[src/rtl/salsa_core_ctrl_if.sv]
// salsa_core_ctrl_if: valid/ready bundle carrying 512-bit Salsa20 states into and out of the core.
interface salsa_core_ctrl_if;
    logic         in_valid;
    logic         in_ready;
    logic [511:0] in_state;
    logic         out_valid;
    logic         out_ready;
    logic [511:0] out_state;
    logic         busy;

    modport master (
        output in_valid, in_state, out_ready,
        input  in_ready, out_valid, out_state, busy
    );

    modport slave (
        input  in_valid, in_state, out_ready,
        output in_ready, out_valid, out_state, busy
    );
endinterface

[src/rtl/salsa_core_ctrl.sv]
// salsa_core_ctrl: runs ROUNDS Salsa20 half-rounds through one shared quarter-round, one per clock.
// Define SALSA_FEEDFORWARD_EN to add the accepted state to the permuted result (standard core output).
module salsa_quarter_sha (
    input  logic [31:0] i_a,
    input  logic [31:0] i_b,
    input  logic [31:0] i_c,
    input  logic [31:0] i_d,
    output logic [31:0] o_a,
    output logic [31:0] o_b,
    output logic [31:0] o_c,
    output logic [31:0] o_d
);
    function automatic logic [31:0] rotl(input logic [31:0] x, input int n);
        return (x << n) | (x >> (32 - n));
    endfunction

    assign o_b = i_b ^ rotl(i_a + i_d, 7);
    assign o_c = i_c ^ rotl(o_b + i_a, 9);
    assign o_d = i_d ^ rotl(o_c + o_b, 13);
    assign o_a = i_a ^ rotl(o_d + o_c, 18);
endmodule

module salsa_core_ctrl #(
    parameter int ROUNDS = 20
) (
    input logic               clk,
    input logic               rst_n,
    salsa_core_ctrl_if.slave  bus
);
    localparam int STEP_W = $clog2(4 * ROUNDS);

    typedef enum logic [1:0] {IDLE, RUN, FINAL, DONE} state_t;

    state_t              r_state;
    state_t              w_next;
    logic [STEP_W-1:0]   r_step;
    logic [31:0]         r_work [16];
`ifdef SALSA_FEEDFORWARD_EN
    logic [31:0]         r_orig [16];
`endif
    logic                r_out_valid;
    logic [511:0]        r_out_state;
    logic [1:0]          w_q;
    logic [3:0]          w_q4;
    logic                w_row;
    logic                w_last;
    logic [3:0]          w_ia, w_ib, w_ic, w_id;
    logic [31:0]         w_oa, w_ob, w_oc, w_od;

    // Column round walks the diagonal a=5q with b,c,d four apart; row round keeps a=5q and
    // rotates the other three words within row q.
    assign w_q    = r_step[1:0];
    assign w_q4   = {2'b00, w_q};
    assign w_row  = |(r_step & STEP_W'(4));
    assign w_last = (r_step == STEP_W'(4 * ROUNDS - 1));
    assign w_ia   = w_q4 * 4'd5;
    assign w_ib   = w_row ? {w_q, w_q + 2'd1} : w_ia + 4'd4;
    assign w_ic   = w_row ? {w_q, w_q + 2'd2} : w_ia + 4'd8;
    assign w_id   = w_row ? {w_q, w_q + 2'd3} : w_ia + 4'd12;

    salsa_quarter_sha u_qr (
        .i_a (r_work[w_ia]),
        .i_b (r_work[w_ib]),
        .i_c (r_work[w_ic]),
        .i_d (r_work[w_id]),
        .o_a (w_oa),
        .o_b (w_ob),
        .o_c (w_oc),
        .o_d (w_od)
    );

    always_ff @(posedge clk) begin
        if (!rst_n)
            r_state <= IDLE;
        else
            r_state <= w_next;
    end

    always_comb begin
        w_next       = r_state;
        bus.in_ready = (r_state == IDLE);
        bus.busy     = (r_state != IDLE);
        case (r_state)
            IDLE:    w_next = bus.in_valid ? RUN : IDLE;
            RUN:     w_next = w_last ? FINAL : RUN;
            FINAL:   w_next = DONE;
            DONE:    w_next = bus.out_ready ? IDLE : DONE;
            default: w_next = IDLE;
        endcase
    end

    always_ff @(posedge clk) begin
        if (!rst_n) begin
            r_step      <= '0;
            r_out_valid <= 1'b0;
            r_out_state <= '0;
            for (int i = 0; i < 16; i++) begin
                r_work[i] <= '0;
`ifdef SALSA_FEEDFORWARD_EN
                r_orig[i] <= '0;
`endif
            end
        end else begin
            case (r_state)
                IDLE: begin
                    if (bus.in_valid) begin
                        r_step <= '0;
                        for (int i = 0; i < 16; i++) begin
                            r_work[i] <= bus.in_state[32*i +: 32];
`ifdef SALSA_FEEDFORWARD_EN
                            r_orig[i] <= bus.in_state[32*i +: 32];
`endif
                        end
                    end
                end
                RUN: begin
                    r_work[w_ia] <= w_oa;
                    r_work[w_ib] <= w_ob;
                    r_work[w_ic] <= w_oc;
                    r_work[w_id] <= w_od;
                    r_step       <= r_step + STEP_W'(1);
                end
                FINAL: begin
                    r_out_valid <= 1'b1;
                    for (int i = 0; i < 16; i++) begin
`ifdef SALSA_FEEDFORWARD_EN
                        r_out_state[32*i +: 32] <= r_work[i] + r_orig[i];
`else
                        r_out_state[32*i +: 32] <= r_work[i];
`endif
                    end
                end
                DONE: begin
                    if (bus.out_ready)
                        r_out_valid <= 1'b0;
                end
                default: ;
            endcase
        end
    end

    assign bus.out_valid = r_out_valid;
    assign bus.out_state = r_out_state;
endmodule

[src/flat_wrapper.sv]
// flat-port wrapper written by rule: the top's interface ports become plain ports
module salsa_core_ctrl_flat 
#(
    parameter int ROUNDS = 20
)
  (clk, rst_n, bus_in_valid, bus_in_state, bus_out_ready, bus_in_ready, bus_out_valid, bus_out_state, bus_busy);
  salsa_core_ctrl_if bus_i ();
  input logic clk;
  input logic rst_n;
  input wire logic [$bits(bus_i.in_valid)-1:0] bus_in_valid;
  input wire logic [$bits(bus_i.in_state)-1:0] bus_in_state;
  input wire logic [$bits(bus_i.out_ready)-1:0] bus_out_ready;
  output wire logic [$bits(bus_i.in_ready)-1:0] bus_in_ready;
  output wire logic [$bits(bus_i.out_valid)-1:0] bus_out_valid;
  output wire logic [$bits(bus_i.out_state)-1:0] bus_out_state;
  output wire logic [$bits(bus_i.busy)-1:0] bus_busy;
  assign bus_i.in_valid = bus_in_valid;
  assign bus_i.in_state = bus_in_state;
  assign bus_i.out_ready = bus_out_ready;
  assign bus_in_ready = bus_i.in_ready;
  assign bus_out_valid = bus_i.out_valid;
  assign bus_out_state = bus_i.out_state;
  assign bus_busy = bus_i.busy;
  salsa_core_ctrl #(.ROUNDS(ROUNDS)) u_core (.clk(clk), .rst_n(rst_n), .bus(bus_i));
endmodule
[config.mk]
export PLATFORM = sky130hd
export DESIGN_NAME = salsa_core_ctrl_flat
export DESIGN_NICKNAME = d
export VERILOG_FILES = /design/src/rtl/salsa_core_ctrl_if.sv /design/src/rtl/salsa_core_ctrl.sv /design/src/flat_wrapper.sv
export SDC_FILE = /design/constraint.sdc
export NUM_CORES = 2
export LEC_CHECK = 0
export BUFFER_PORTS_ARGS = -buffer_cell sky130_fd_sc_hd__buf_2
export CORE_MARGIN = 3
export CORE_UTILIZATION = 34
export DETAILED_ROUTE_END_ITERATION = 6
export GPL_ROUTABILITY_DRIVEN = 0
export PLACE_DENSITY = 0.56
export SLEW_MARGIN = 20
export SYNTH_ARGS = -nofsm -noshare
export SYNTH_HDL_FRONTEND = slang
export SYNTH_SLANG_ARGS = --single-unit
[constraint.sdc]
create_clock -name clk -period 25.4 [get_ports clk]
set_input_delay 2.54 -clock clk [delete_from_list [all_inputs] [get_ports clk]]
set_output_delay 2.54 -clock clk [all_outputs]
set_load 0.03 [all_outputs]
======== Word level (Yosys, flattened, before mapping) ========
Memories as Yosys holds them, arrays and structs flattened. A register that Yosys moved wholly into a read port is not among the register bits.
Index checks and enable logic that the tools add are counted.
word-level totals
  register bits ........................... 10
  RAM bits ................................ 512
  memories kept ........................... 1
  word-level logic and storage cells ...... 119
  bits in read-only memories .............. 0
  latch bits .............................. 0
  output and inout bits ................... 515
operators by class
  equality and inequality tests ........... 6
  bitwise gates (word level) .............. 24
  shift-type cells ........................ 0
  divide/modulo/power cells ............... 0
  $lt $le $gt $ge ......................... 0
  muxes and demuxes ....................... 47
  multiply operators ...................... 1
  reductions and logical operators ........ 26
  $add $sub $neg .......................... 11
memories
  name           words  width  read ports  clocked after memory_dff  wr ports  line                   text
  u_core.r_work  16     32     20          16                        16        salsa_core_ctrl.sv:37  logic [31:0] r_work [16];
operators with widths
  operator             count
  $mux 32              20
  $add 32x32->32       4
  $reduce_or 32->1     4
  $xor 32x32->32       4
  $or 32x13->32        1
  $or 32x18->32        1
  $or 32x7->32         1
  $or 32x9->32         1
  $mux 4               7
  $logic_not 1->1      16
  $or 1x1->1           16
  $mux 1               14
  $pmux 7 s2           1
  $add 4x4->4 const B  2
  $pmux 2 s4           1
  $add 7x1->7 const B  1
  $eq 7x7->1 const B   1
  $mux 7               1
  $reduce_bool 2->1    3
  $add 2x2->2 const B  2
  $add 4x3->4 const B  1
  $eq 2x2->1 const B   2
  $mul 2x3->4 const B  1
  $mux 2               2
  6 further kinds      8

======== Longest topological paths before layout ========
An unclocked memory read counts as a cell.
  word-level depth ........................ 17
  gate-level depth with buffers ........... 74

======== Cells and area by module ========
A second synthesis with hierarchy kept.
second synthesis, totals
  cells, all modules ...................... 6986
  area, all modules ....................... 61921.9 um^2
modules (own cells, without submodules)
  module             times used  sequential area each (um^2)  area each (um^2)  cells an instance
  salsa_core_ctrl    1           25824.8                      54658.7           6027
  salsa_quarter_sha  1           0.0                          7263.2            959

======== Least setup slack after synthesis ========
Ideal clock, no wire load.
  path type ............................... reg2reg
  start ................................... register u_core.r_step[2]
  end ..................................... memory u_core.r_work[1][12] (data pin)
  path buffers ............................ 8
  slack ................................... 10067 ps
  period minus slack after synthesis ...... 15333 ps
  setup time .............................. 275 ps
  arrival time ............................ 15057 ps
  cell stages (with the launch flop) ...... 70
  cells stage by stage .................... dfxtp_1 > buf_6 > xor2_2 > clkbuf_1 > buf_2 > buf_1 > buf_1 > clkbuf_1 > buf_1 > mux4_2 > mux2i_1 > inv_1 > ha_1 > and3_1 > clkbuf_1 > nand3_1 > a2111oi_0 > and3_1 > [34 not listed] > fa_1 > nor2b_1 > o21ai_0 > a21boi_0 > o21ai_0 > a21boi_0 > o21ai_0 > a21boi_0 > o21ai_0 > a311o_1 > a31oi_1 > o41a_1 > nand2_1 > a31oi_1 > xor2_1 > nor2_1 > a211oi_1 > o22ai_1
RTL lines
  element                   line                    text
  start: declaration        salsa_core_ctrl.sv:36   logic [STEP_W-1:0] r_step;
  start signal: assignment  salsa_core_ctrl.sv:121  r_step <= r_step + STEP_W'(1);
  end: declaration          salsa_core_ctrl.sv:37

==> impl_metrics.toml <==
[run_status]
status = "finished with violations"
violations = "design-rule violations"

[routing]
route.vias.total = 61090
avgRoutedWirePerCell_um = 37.65
dr.pass1.iters = 7
drc_errors = 14
drt-vias-per-instance = 6.329
drt_iter0_markers = 10100
ant_nets = 0
routed_wl_um = 363400

[sta]
slew_viol_final = 0
tightest_slew_ps = 1424
rsz0062_at_grt = "no"
skew_ps = 38.15
setup_viol = 0
max_freq_mhz = 50.33
hold_viol = 0
tns_ps = 0
final.min_clock_period_ps = 19870
finalCritPeriodShare = 0.7822
slew_headroom = 0.04608

[worst_setup_path]
worst-path-max-fanout = 55
worst_ep_required_time_ps = 25910
timing.critical_path.buf_inv = 7
setup.worst_path.start_class = "register"
startpoint = "u_core.r_step[1]"
crit_arrival_ps = 20370
path_class = "register to register"
rr_startpoint = "u_core.r_step[1]"
crit_path_max_incr_delay_ps = 1020
end_kind = "register"
crit_family = "compound AO/OA/AOI/OAI gates"
critPathSlowestCell = "o41ai_1"

[synth]
synth.cell_area_sq_um = 59130
post-synth-top-count-cell = "nand2_1"
yosys_warnings = 0
synth_seq_cells = 1034
syn-num-nets = 7014
synth_cells = 6374
synth-edff-count = 512
synthTopCellsByCount = "nand2_1, a21boi_0, dfxtp_1"
synth-seq-area-share = 0.4367
synth_ff_type = "dfxtp_1"
synth_area_per_cell_sq_um = 9.277
synth_cell_types = 111
synth-async-reset-ratio = 0
synth.area.top_cells = "edfxtp_1, dfxtp_1, nand2_1, a21boi_0, mux4_2"
yosysTopAreaCellShare = 0.2600
yosysTopAreaCell = "edfxtp_1"

[grt]
grt_max_degree = 202
grtUsageTotal = 0.3886
grt_pass1_wl_um = 483100
antenna_found_initial = 93
gr-total-overflow = 0
grt_pass1_vias = 56280

[hold_path]
hold_path_class = "register to register"
worst_hold_startpoint = "u_core.bus.out_state[131]"

[clocking]
cts_max_level = 3
clk_pin_slew_ps = 60
cts_resized = 0
postCtsSetupRepairBufs = 0
cts.sinks = 1034
clockBufferDepth = 3
numCtsBuffers = 115
cts-root-buf = "clkbuf_16"
ctsHoldBuffers = 0
clkLatencyLatePin_ps = 810
cts_tree = "built"

[floorplan]
initial_core_util = 0.3432
coreArea_sq_um = 172300
dieHeight_um = 423.0
ioPinCount = 1031
die_x_um = 423.0
rows = 152
dieArea_sq_um = 179000

[placement]
port_buffers = 1030
dp_cells = 9380
hpwl_um = 277300

[finish]
drive_gt1_frac = 0.2328
final_nets = 7827
final_cells = 9652
areaGrowthSynthToFinish_pct = 20.28

[run]
maxCapViolations = 0
==> cells by family after synthesis <==
logic type / Yosys count / synth area share
XOR/XNOR: 255 / 0.04228
AO/OA/AOI/OAI: 1925 / 0.2235
adder cells (fa/ha/maj): 135 / 0.02835
flip-flops: 1034 / 0.4367
AND/OR/NAND/NOR: 2176 / 0.1527
multiplexers: 230 / 0.07465
buffers and inverters: 619 / 0.04181
==> sequential cells by signal, indices dropped and copies added, names as in the netlist <==
name / cells
u_core.r_work: 512
u_core.bus.out_valid: 1
u_core.r_state: 2
u_core.bus.out_state: 512
u_core.r_step: 7
==> cell type report <==
class	count	area, sq um
Sequential cell	1034	25830
Timing Repair Buffer	1191	6411
Multi-Input combinational cell	4721	31420
Tap cell	2310	2890
Antenna cell	52	130.1
Clock inverter	59	581.8
Fill cell	17460	101200
Clock buffer	161	3390
Inverter	124	465.4
==> through the flow <==
stage | hold WS (ps) | worst slack (ps) | cell area [sq um] | util
3_5_place_dp | 455.8 | 6899 | 66990 | 0.3888
2_1_floorplan | 515.3 | 10070 | 59130 | -
3_3_place_gp | 451.5 | 7392 | 66960 | 0.3886
5_1_grt | 476.6 | 5088 | 71070 | 0.4125
6_report | 460.7 | 5532 | 71130 | 0.4128
4_1_cts | 463.9 | 6758 | 70960 | 0.4118
==> final timing paths <==
kind	end	slack, ps	cells past startpoint
max	u_core.r_work[11][15]	5530	65
min	u_core.bus.out_state[131]	460	2
max reg2reg	u_core.r_work[11][15]	5530	65
min reg2reg	u_core.bus.out_state[131]	460	2
==> cell usage in the layout (no fill, tap or decap), drive strengths merged, types with 52 or more instances in the layout <==
cell and instances:
clkbuf 161, xor2 58, a221oi 124, inv 131
a211oi 83, dfxtp 522, o221ai 55, mux4 167
a221o 64, a21o 80, nand2 1540, mux2i 58
a21boi 526, o21ai 273, nor2 256, buf 1191
xnor2 182, edfxtp 512, nand3 123, diode 52
ha 122, a21oi 464
==> worst min-delay path, delay by kind of cell, from the launching register on <==
kind / cells / cell delay, ps
DFF: 1 / 300
AOI/OAI and AO/OA: 1 / 60
and+or+nand+nor: 1 / 40
==> layer usage <==
| metal | track usage | share of wire |
|---|---|---|
| met1 | 0.4572 | 0.34 |
| met2 | 0.5609 | 0.41 |
| met3 | 0.1633 | 0.15 |
| met4 | 0.2934 | 0.095 |
| met5 | 0.004570 | 0.0018 |
Power is left out: the tool's default activity adds up to more than one toggle a clock period on the data nets, which glitch-free logic cannot reach.
